File: config.mk
export PLATFORM = sky130hd
export DESIGN_NAME = reg_writeback_arbiter_flat
export DESIGN_NICKNAME = d
export VERILOG_FILES = /design/src/rtl/reg_writeback_arbiter_if.sv /design/src/rtl/reg_writeback_arbiter.sv /design/src/flat_wrapper.sv
export SDC_FILE = /design/constraint.sdc
export NUM_CORES = 1
export LEC_CHECK = 0
export BUFFER_PORTS_ARGS = -buffer_cell sky130_fd_sc_hd__buf_4
export CELL_PAD_IN_SITES_DETAIL_PLACEMENT = 0
export CELL_PAD_IN_SITES_GLOBAL_PLACEMENT = 2
export CORE_ASPECT_RATIO = 0.8
export CORE_MARGIN = 2
export CORE_UTILIZATION = 35
export DETAILED_ROUTE_END_ITERATION = 12
export PLACE_DENSITY_LB_ADDON = 0.1
export SYNTH_ARGS = -nofsm -noshare
export SYNTH_HDL_FRONTEND = slang
export SYNTH_SLANG_ARGS = --single-unit
File: constraint.sdc
create_clock -name iCLK -period 2.5 [get_ports iCLK]
set_input_delay 0 -clock iCLK [delete_from_list [all_inputs] [get_ports iCLK]]
set_output_delay 0 -clock iCLK [all_outputs]
set_load 0.05 [all_outputs]
File: src/rtl/reg_writeback_arbiter_if.sv
// Write-back arbiter bus: pipeline and long-unit write sources, scoreboard query,
// and the register-bank write port.
interface reg_writeback_arbiter_if #(
    parameter int unsigned CNTW = 3
);
    logic            iPipeWrite;
    logic [4:0]      iPipeReg;
    logic [31:0]     iPipeData;
    logic            iLongValid;
    logic [4:0]      iLongReg;
    logic [31:0]     iLongData;
    logic            oLongReady;
    logic            iIssueValid;
    logic [4:0]      iIssueReg;
    logic [4:0]      iCheckReg1;
    logic [4:0]      iCheckReg2;
    logic            oStall;
    logic [31:0]     oPending;
    logic            oRegWrite;
    logic [4:0]      oWriteRegister;
    logic [31:0]     oWriteData;
    logic [CNTW-1:0] oFifoCount;

    modport master (
        output iPipeWrite, iPipeReg, iPipeData, iLongValid, iLongReg, iLongData,
        output iIssueValid, iIssueReg, iCheckReg1, iCheckReg2,
        input  oLongReady, oStall, oPending, oRegWrite, oWriteRegister, oWriteData, oFifoCount
    );

    modport slave (
        input  iPipeWrite, iPipeReg, iPipeData, iLongValid, iLongReg, iLongData,
        input  iIssueValid, iIssueReg, iCheckReg1, iCheckReg2,
        output oLongReady, oStall, oPending, oRegWrite, oWriteRegister, oWriteData, oFifoCount
    );
endinterface

File: src/rtl/reg_writeback_arbiter.sv
// Register-bank write-port arbiter: pipeline writes have priority, long-latency results
// drain from a small FIFO, and a scoreboard tracks registers with results outstanding.
module reg_writeback_arbiter #(
    parameter int unsigned DEPTH = 4,
    parameter int unsigned CNTW  = 3
) (
    input logic                    iCLK,
    input logic                    iCLR,
    reg_writeback_arbiter_if.slave bus
);
    localparam int unsigned PW = (DEPTH > 1) ? $clog2(DEPTH) : 1;

    logic [4:0]      mem_reg  [DEPTH];
    logic [31:0]     mem_data [DEPTH];
    logic [PW-1:0]   wr_ptr_q, wr_ptr_d, rd_ptr_q, rd_ptr_d;
    logic [CNTW-1:0] count_q, count_d;
    logic [31:0]     pending_q, pending_d;
    logic            wr_en_q, wr_en_d;
    logic [4:0]      wr_reg_q, wr_reg_d;
    logic [31:0]     wr_data_q, wr_data_d;

    logic            long_ready, push, pop, pipe_sel, conflict;
    logic [4:0]      head_reg;
    logic [31:0]     head_data;

    function automatic logic pending_hit(input logic [31:0] pend, input logic [4:0] r);
        return (r != 5'd0) && pend[r];
    endfunction

    assign head_reg   = mem_reg[rd_ptr_q];
    assign head_data  = mem_data[rd_ptr_q];
    assign long_ready = iCLR && (count_q < CNTW'(DEPTH));
    assign push       = bus.iLongValid && long_ready;
    // A pipeline write to $0 is treated as idle so the FIFO may drain.
    assign pipe_sel   = bus.iPipeWrite && (bus.iPipeReg != 5'd0);
    assign pop        = !pipe_sel && (count_q != '0);
    assign conflict   = bus.iIssueValid && pending_hit(pending_q, bus.iIssueReg);

    always_comb begin
        wr_en_d   = 1'b0;
        wr_reg_d  = wr_reg_q;
        wr_data_d = wr_data_q;
        wr_ptr_d  = wr_ptr_q;
        rd_ptr_d  = rd_ptr_q;
        count_d   = count_q;
        pending_d = pending_q;

        if (pipe_sel) begin
            wr_en_d   = 1'b1;
            wr_reg_d  = bus.iPipeReg;
            wr_data_d = bus.iPipeData;
        end else if (pop) begin
            wr_en_d   = (head_reg != 5'd0);
            wr_reg_d  = head_reg;
            wr_data_d = head_data;
            rd_ptr_d  = rd_ptr_q + PW'(1);
            pending_d[head_reg] = 1'b0;
        end

        if (push) begin
            wr_ptr_d = wr_ptr_q + PW'(1);
        end

        unique case ({push, pop})
            2'b10:   count_d = count_q + CNTW'(1);
            2'b01:   count_d = count_q - CNTW'(1);
            default: count_d = count_q;
        endcase

        // Applied after the pop clear so a same-cycle set wins.
        if (bus.iIssueValid && (bus.iIssueReg != 5'd0) && !conflict) begin
            pending_d[bus.iIssueReg] = 1'b1;
        end
        pending_d[0] = 1'b0;
    end

    always_ff @(posedge iCLK) begin
        if (!iCLR) begin
            wr_ptr_q  <= '0;
            rd_ptr_q  <= '0;
            count_q   <= '0;
            pending_q <= '0;
            wr_en_q   <= 1'b0;
            wr_reg_q  <= 5'd0;
            wr_data_q <= 32'd0;
        end else begin
            wr_ptr_q  <= wr_ptr_d;
            rd_ptr_q  <= rd_ptr_d;
            count_q   <= count_d;
            pending_q <= pending_d;
            wr_en_q   <= wr_en_d;
            wr_reg_q  <= wr_reg_d;
            wr_data_q <= wr_data_d;
        end
    end

    always_ff @(posedge iCLK) begin
        if (push) begin
            mem_reg[wr_ptr_q]  <= bus.iLongReg;
            mem_data[wr_ptr_q] <= bus.iLongData;
        end
    end

    assign bus.oLongReady     = long_ready;
    assign bus.oStall         = iCLR && (pending_hit(pending_q, bus.iCheckReg1) ||
                                         pending_hit(pending_q, bus.iCheckReg2) || conflict);
    assign bus.oPending       = pending_q;
    assign bus.oRegWrite      = wr_en_q;
    assign bus.oWriteRegister = wr_reg_q;
    assign bus.oWriteData     = wr_data_q;
    assign bus.oFifoCount     = count_q;
endmodule

File: src/flat_wrapper.sv
// flat-port wrapper written by rule: the top's interface ports become plain ports
module reg_writeback_arbiter_flat 
#(
    parameter int unsigned DEPTH = 4,
    parameter int unsigned CNTW  = 3
)
  (iCLK, iCLR, bus_iPipeWrite, bus_iPipeReg, bus_iPipeData, bus_iLongValid, bus_iLongReg, bus_iLongData, bus_iIssueValid, bus_iIssueReg, bus_iCheckReg1, bus_iCheckReg2, bus_oLongReady, bus_oStall, bus_oPending, bus_oRegWrite, bus_oWriteRegister, bus_oWriteData, bus_oFifoCount);
  reg_writeback_arbiter_if #(.CNTW(CNTW)) bus_i ();
  input logic iCLK;
  input logic iCLR;
  input wire logic [$bits(bus_i.iPipeWrite)-1:0] bus_iPipeWrite;
  input wire logic [$bits(bus_i.iPipeReg)-1:0] bus_iPipeReg;
  input wire logic [$bits(bus_i.iPipeData)-1:0] bus_iPipeData;
  input wire logic [$bits(bus_i.iLongValid)-1:0] bus_iLongValid;
  input wire logic [$bits(bus_i.iLongReg)-1:0] bus_iLongReg;
  input wire logic [$bits(bus_i.iLongData)-1:0] bus_iLongData;
  input wire logic [$bits(bus_i.iIssueValid)-1:0] bus_iIssueValid;
  input wire logic [$bits(bus_i.iIssueReg)-1:0] bus_iIssueReg;
  input wire logic [$bits(bus_i.iCheckReg1)-1:0] bus_iCheckReg1;
  input wire logic [$bits(bus_i.iCheckReg2)-1:0] bus_iCheckReg2;
  output wire logic [$bits(bus_i.oLongReady)-1:0] bus_oLongReady;
  output wire logic [$bits(bus_i.oStall)-1:0] bus_oStall;
  output wire logic [$bits(bus_i.oPending)-1:0] bus_oPending;
  output wire logic [$bits(bus_i.oRegWrite)-1:0] bus_oRegWrite;
  output wire logic [$bits(bus_i.oWriteRegister)-1:0] bus_oWriteRegister;
  output wire logic [$bits(bus_i.oWriteData)-1:0] bus_oWriteData;
  output wire logic [$bits(bus_i.oFifoCount)-1:0] bus_oFifoCount;
  assign bus_i.iPipeWrite = bus_iPipeWrite;
  assign bus_i.iPipeReg = bus_iPipeReg;
  assign bus_i.iPipeData = bus_iPipeData;
  assign bus_i.iLongValid = bus_iLongValid;
  assign bus_i.iLongReg = bus_iLongReg;
  assign bus_i.iLongData = bus_iLongData;
  assign bus_i.iIssueValid = bus_iIssueValid;
  assign bus_i.iIssueReg = bus_iIssueReg;
  assign bus_i.iCheckReg1 = bus_iCheckReg1;
  assign bus_i.iCheckReg2 = bus_iCheckReg2;
  assign bus_oLongReady = bus_i.oLongReady;
  assign bus_oStall = bus_i.oStall;
  assign bus_oPending = bus_i.oPending;
  assign bus_oRegWrite = bus_i.oRegWrite;
  assign bus_oWriteRegister = bus_i.oWriteRegister;
  assign bus_oWriteData = bus_i.oWriteData;
  assign bus_oFifoCount = bus_i.oFifoCount;
  reg_writeback_arbiter #(.DEPTH(DEPTH), .CNTW(CNTW)) u_core (.iCLK(iCLK), .iCLR(iCLR), .bus(bus_i));
endmodule
Word-level counts from Yosys, hierarchy flattened
Memories as Yosys holds them, arrays and structs flattened. A register that Yosys moved wholly into a read port is not among the register bits.
Cells that the tools add are included.
{ "word_totals": {"reg_bits": 77, "ram_bits": 148, "input_bits": 94, "out_inout_bits": 75, "elab_cells": 79, "mem_count": 2} }
{ "mem_list": {"columns": ["name", "depth", "width", "rd", "rd_clocked_by_memory_dff", "wr", "line", "rtl"], "rows": [
  ["u_core.mem_data", 4, 32, 1, 1, 1, "reg_writeback_arbiter.sv:14", "logic [31:0] mem_data [DEPTH];"],
  ["u_core.mem_reg", 4, 5, 1, 1, 1, "reg_writeback_arbiter.sv:13", "logic [4:0] mem_reg [DEPTH];"]
]} }
{ "op_classes": {"addsub": 4, "magnitude_cmp": 7, "n_eq_ne": 2, "mux": 26, "n_bitwise": 4, "n_reduce_logical": 26} }
{ "op_table": {"columns": ["op", "n"], "rows": [
  ["$mux W32", 5],
  ["$and A32 B32 Y32", 1],
  ["$not A32 Y32", 1],
  ["$or A32 B32 Y32", 1],
  ["$reduce_bool A5 Y1", 5],
  ["$lt A5 B6 Y1 const B", 4],
  ["$bmux W1 S5", 3],
  ["$logic_and A1 B1 Y1", 13],
  ["$demux W1 S5", 2],
  ["$ge A5 B1 Y1 const B", 2],
  ["$mux W5", 2],
  ["$mux W1", 9],
  ["$mux W2", 4],
  ["$pmux W3 S2", 1],
  ["$add A2 B1 Y2 const B", 2],
  ["$reduce_bool A2 Y1", 2],
  ["$add A3 B1 Y3 const B", 1],
  ["$lt A3 B3 Y1 const B", 1],
  ["$reduce_bool A3 Y1", 1],
  ["$sub A3 B1 Y3 const B", 1],
  ["$eq A2 B1 Y1 const B", 1],
  ["$eq A2 B2 Y1 const B", 1],
  ["$logic_not A1 Y1", 2],
  ["$logic_or A1 B1 Y1", 2],
  ["2 further kinds", 2]
]} }

Longest topological paths before layout
{ "logic_depth": {"word_depth": 10, "ltp_mapped": 11, "mapped_depth_nobuf": 10} }

Worst setup path after synthesis
Ideal clock, no wire load.
{ "synth_path": {"kind": "flip-flop to flip-flop", "from": "register u_core.count_q[2], in the netlist u_core.bus.oFifoCount[2]", "to": "memory u_core.mem_data[0][0] (enable)", "setup_time_ns": 0.398, "t_arrival_ns": 2.410, "required_ns": 2.102, "path_slack_ns": -0.308, "path_stages_with_launch": 3, "path_buffers": 0, "synth_period_minus_slack_ns": 2.808, "cell_sequence": "dfxtp_1 > nor2_1 > and3_1"} }
{ "synth_between": {"elab_chain_len": 5} }
{ "synth_rtl": {"columns": ["element", "line", "rtl"], "rows": [
  ["from (decl)", "reg_writeback_arbiter.sv:16", "logic [CNTW-1:0] count_q, count_d;"],
  ["from (signal assigned)", "reg_writeback_arbiter.sv:89", "count_q <= count_d;"],
  ["$lt A3 B3 Y1", "reg_writeback_arbiter.sv:32", "assign long_ready = iCLR && (count_q < CNTW'(DEPTH));"],
  ["$logic_and A1 B1 Y1", "reg_writeback_arbiter.sv:32", null],
  ["via bus_oLongReady", "flat_wrapper.sv:21", "output wire logic [$bits(bus_i.oLongReady)-1:0] bus_oLongReady;"],
  ["$logic_and A1 B1 Y1", "reg_writeback_arbiter.sv:33", "assign push = bus.iLongValid && long_ready;"],
  ["$mux W1", "reg_writeback_arbiter.sv:98", "if (push) begin"],
  ["$mux W1 (not written as such)", "reg_writeback_arbiter.sv:100", "mem_data[wr_ptr_q] <= bus.iLongData;"],
  ["to (decl)", "reg_writeback_arbiter.sv:14", null]
]} }
The timed path passes the listed nets, and every way through them passes these cells.

Worst setup path after layout
{ "layout_path": {"from": "register u_core.pending_q[7], in the netlist u_core.bus.oPending[7]", "to": "output port bus_oStall"} }
{ "layout_between": {"elab_chain_len": 6, "word_cells_on_any_way": 13, "cone_classes": "mux (6); reduce/logical (7)"} }
{ "layout_rtl": {"columns": ["element", "line", "rtl"], "rows": [
  ["from (decl)", "reg_writeback_arbiter.sv:17", "logic [31:0] pending_q, pending_d;"],
  ["from (signal assigned)", "reg_writeback_arbiter.sv:90", "pending_q <= pending_d;"],
  ["$bmux W1 S5", "reg_writeback_arbiter.sv:27", "return (r != 5'd0) && pend[r];"],
  ["$mux W1 (not written as such)", "reg_writeback_arbiter.sv:27", null],
  ["$logic_and A1 B1 Y1", "reg_writeback_arbiter.sv:27", null],
  ["$logic_or A1 B1 Y1 / $logic_and A1 B1 Y1 (equally long branches)", "reg_writeback_arbiter.sv:105, reg_writeback_arbiter.sv:37", null],
  ["$logic_or A1 B1 Y1 (*)", "reg_writeback_arbiter.sv:106", "pending_hit(pending_q, bus.iCheckReg2) || conflict);"],
  ["$logic_and A1 B1 Y1 (*)", "reg_writeback_arbiter.sv:105", "assign bus.oStall = iCLR && (pending_hit(pending_q, bus.iCheckReg1) ||"],
  ["to (decl)", "flat_wrapper.sv:22", "output wire logic [$bits(bus_i.oStall)-1:0] bus_oStall;"]
]} }
Mark *: on every way between the ends. The rest lies on a longest branch, timed or not. The select of a mux whose other input is x is not followed.

==> impl_metrics.toml <==
[run_status]
status = "finished clean"

[detailed_routing]
ant_nets = 0
vias = 6812
avgRoutedWirePerCell_microns = 19.1
drt_pass1_iterations = 4
drt_iter0_markers = 380
drc = 0
wirelength_microns = 25500
via_per_inst = 5.09

[synthesis]
post-synth-top-count-cell = "edfxtp_1"
synth-main-ff-cell = "edfxtp_1"
synth_cell_types = 60
syn_nets = 804
synth_common_cells = "edfxtp_1 (148), nand2_1 (111), dfxtp_1 (78), nor2_1 (55), mux4_2 (51)"
synth_warnings = 0
yosys.area.top_type = "edfxtp_1"
synth_top_area_share_pct = 45.6
yosys-top-cells-area = "edfxtp_1 (46%), dfxtp_1 (16%), mux4_2 (12%)"
avgSynthCellArea_sq_um = 13.8
syn_area_sq_um = 9750
ys_seq_area_share_pct = 61.6
ys_seq_elements = 226
synth_cells = 704
synth_edf_count = 148
synthArstFlopShare_pct = 0

[clock_network]
clkTransAtPathRegs_ns = 0.06
numCtsBuffers = 25
clock_sinks = 226
clk_latency_ns = 0.52
ctsLongestPathBuffers = 3
ctsRootBufferMaster = "clkbuf_16"
cts_tree = "done"
cts.htree.levels = 1

[worst_setup_path]
critPathLaunchType = "register"
crit_fanout = 5
crit_path_max_incr_delay_ns = 0.50
cp.required_ns = 2.50
crit_path_cell_trace = "mux4_2 > a22o_4 > nor3_4 > a221oi_1 > a21o_1 > buf_6"
end_kind = "primary output"
crit_path_top_delay_cell = "mux4_2"
worstPathArrival_ns = 2.37
setup.worst_path.class = "reg2out"

[global_routing]
grt_max_degree = 59
grt_pass1_wl_microns = 40200
grt_pass1_vias = 7199
grt_antenna_before_repair = 0
overflow = 0
grt_util_all_layers_pct = 17.5

[power]
p_leak_uw = 0.00479
p_per_area_nw_per_um2 = 876
ir_drop_v = 0.000509
power_uw = 11500

[timing]
max_freq_mhz = 422
slew_viol_final = 0
max_slew_margin_pct = 55.5
min_period_ns = 2.37
finalSetupTns_ns = 0
skew_ns = 0.00679
final-setup-viol-count = 0
fin_crit_sh_pct = 94.8
hold_ws_ns = 0.0387
fin_ws_ns = 0.130
rsz0062_at_grt = "false"
worst_pin_slew_ns = 0.667
final_hold_viol_count = 0

[placed_design]
pre_cts_ws_ns = 0.198
gp_congestion = 0.789
port_buffers = 167
dpl.hpwl_microns = 17500

[cells_and_area]
drive_above_1_share_pct = 33.2
n_antenna_cell = 0
nNetsFinal = 1055
top_register = "u_core.mem_data"
largest_register_ff_count = 128
syn_to_final_growth_pct = 34.9

[floorplanning]
die_height_microns = 153
core_sq_um = 27300
start_util_pct = 35.7
die_x_microns = 191
boundaryPins = 169
die-area_sq_um = 29200
row_count = 54

[job]
cap_violations = 0

[worst_hold_path]
hp-class = "in2reg"
==> where the power goes <==
group	switching (uW)	internal [uW]	leakage, uW
logic	2020	1190	0.00236
registers	173	4290	0.00199
clock network	1480	2370	0.000435
==> stage by stage <==
| step | util [%] | area (sq um) | std cells |
|---|---|---|---|
| detailed placement | 41.7 | 11400 | 1207 |
| CTS | 48.0 | 13100 | 1338 |
| finish | 48.2 | 13100 | 1338 |
| global placement | 41.7 | 11400 | 1207 |
| global route | 48.2 | 13100 | 1338 |
| floorplan | - | 9750 | 704 |
==> cell usage in the layout, fill, tap and decap left out, types with 3 or more instances in the layout <==
cell and count:
nor3b_1 4, and2_1 3, ha_1 5, edfxtp_1 148, bufinv_16 4, buf_4 185
nor3_1 3, a311oi_1 35, o21ai_0 13, or3_1 3, clkinv_2 5, nand3_1 14
a221oi_1 3, xor2_1 3, clkinv_1 4, and3_2 4, mux2i_1 11, nand2_1 111
mux2_2 5, a22oi_1 3, dfxtp_1 69, dlygate4sd3_1 84, inv_1 10, and3_1 6
a32o_1 12, a31oi_1 3, a21oi_1 13, clkbuf_8 4, dfxtp_2 9, a32oi_1 3
o211ai_1 10, nor2_1 54, clkbuf_16 25, nor2b_1 5, mux4_2 52
==> critical path, delay by kind of cell (launching register included) <==
kind | cells | cell delay, ns
DFF | 1 | 0.35
AOI/OAI and AO/OA | 3 | 0.63
muxes | 1 | 0.50
buffers and inverters | 1 | 0.15
and+or+nand+nor | 1 | 0.20
==> cell type report <==
| class | count | area (sq um) |
|---|---|---|
| clock buffer | 30 | 684 |
| fill | 2485 | 14200 |
| timing repair buffer | 270 | 2240 |
| sequential | 226 | 6020 |
| tap | 364 | 455 |
| inverter | 11 | 41.3 |
| clock inverter | 16 | 196 |
| multi-input combinational | 421 | 3510 |
==> per-layer routing <==
metal / GRT usage (%) / up-vias / wire length (microns)
met5: 0 / - / 0
met4: 2.62 / 0 / 259
met3: 3.54 / 24 / 1460
met2: 28.2 / 190 / 11800
met1: 25.1 / 3374 / 12000
li1: - / 3224 / -
==> what timing repair did <==
action	CTS	global route
pin swaps	1	2
setup buffers	1	0
resized for setup	0	12
endpoints found under the hold margin	213	0
gates cloned	0	0
hold buffers	84	0
endpoints found under the setup margin	1	1
==> path summary, 6_finish.rpt <==
| kind | cells past startpoint | startpoint | slack [ns] | to |
|---|---|---|---|---|
| setup / recovery | 6 | u_core.bus.oPending[7] | 0.13 | bus_oStall |
| hold / removal | 3 | bus_iIssueReg[1] | 0.04 | u_core.bus.oPending[31] |
| setup reg to reg | 7 | u_core.bus.oPending[7] | 0.45 | u_core.bus.oPending[13] |
| hold reg to reg | 2 | u_core.bus.oWriteData[4] | 0.48 | u_core.bus.oWriteData[4] |
==> logic make-up (layout without fill, tap and decap cells) <==
kind of cell | after synthesis | in the layout | synth area share, %
xor+xnor | 5 | 5 | 0.449
fa+ha+maj | 6 | 6 | 0.847
other cells | 1 | 1 | 0.0385
mux | 70 | 70 | 14.1
simple gates | 230 | 230 | 11.1
flops | 226 | 226 | 61.6
compound gates | 109 | 109 | 8.96
buf+inv | 57 | 327 | 2.81
(Power assumes the default switching activity.)
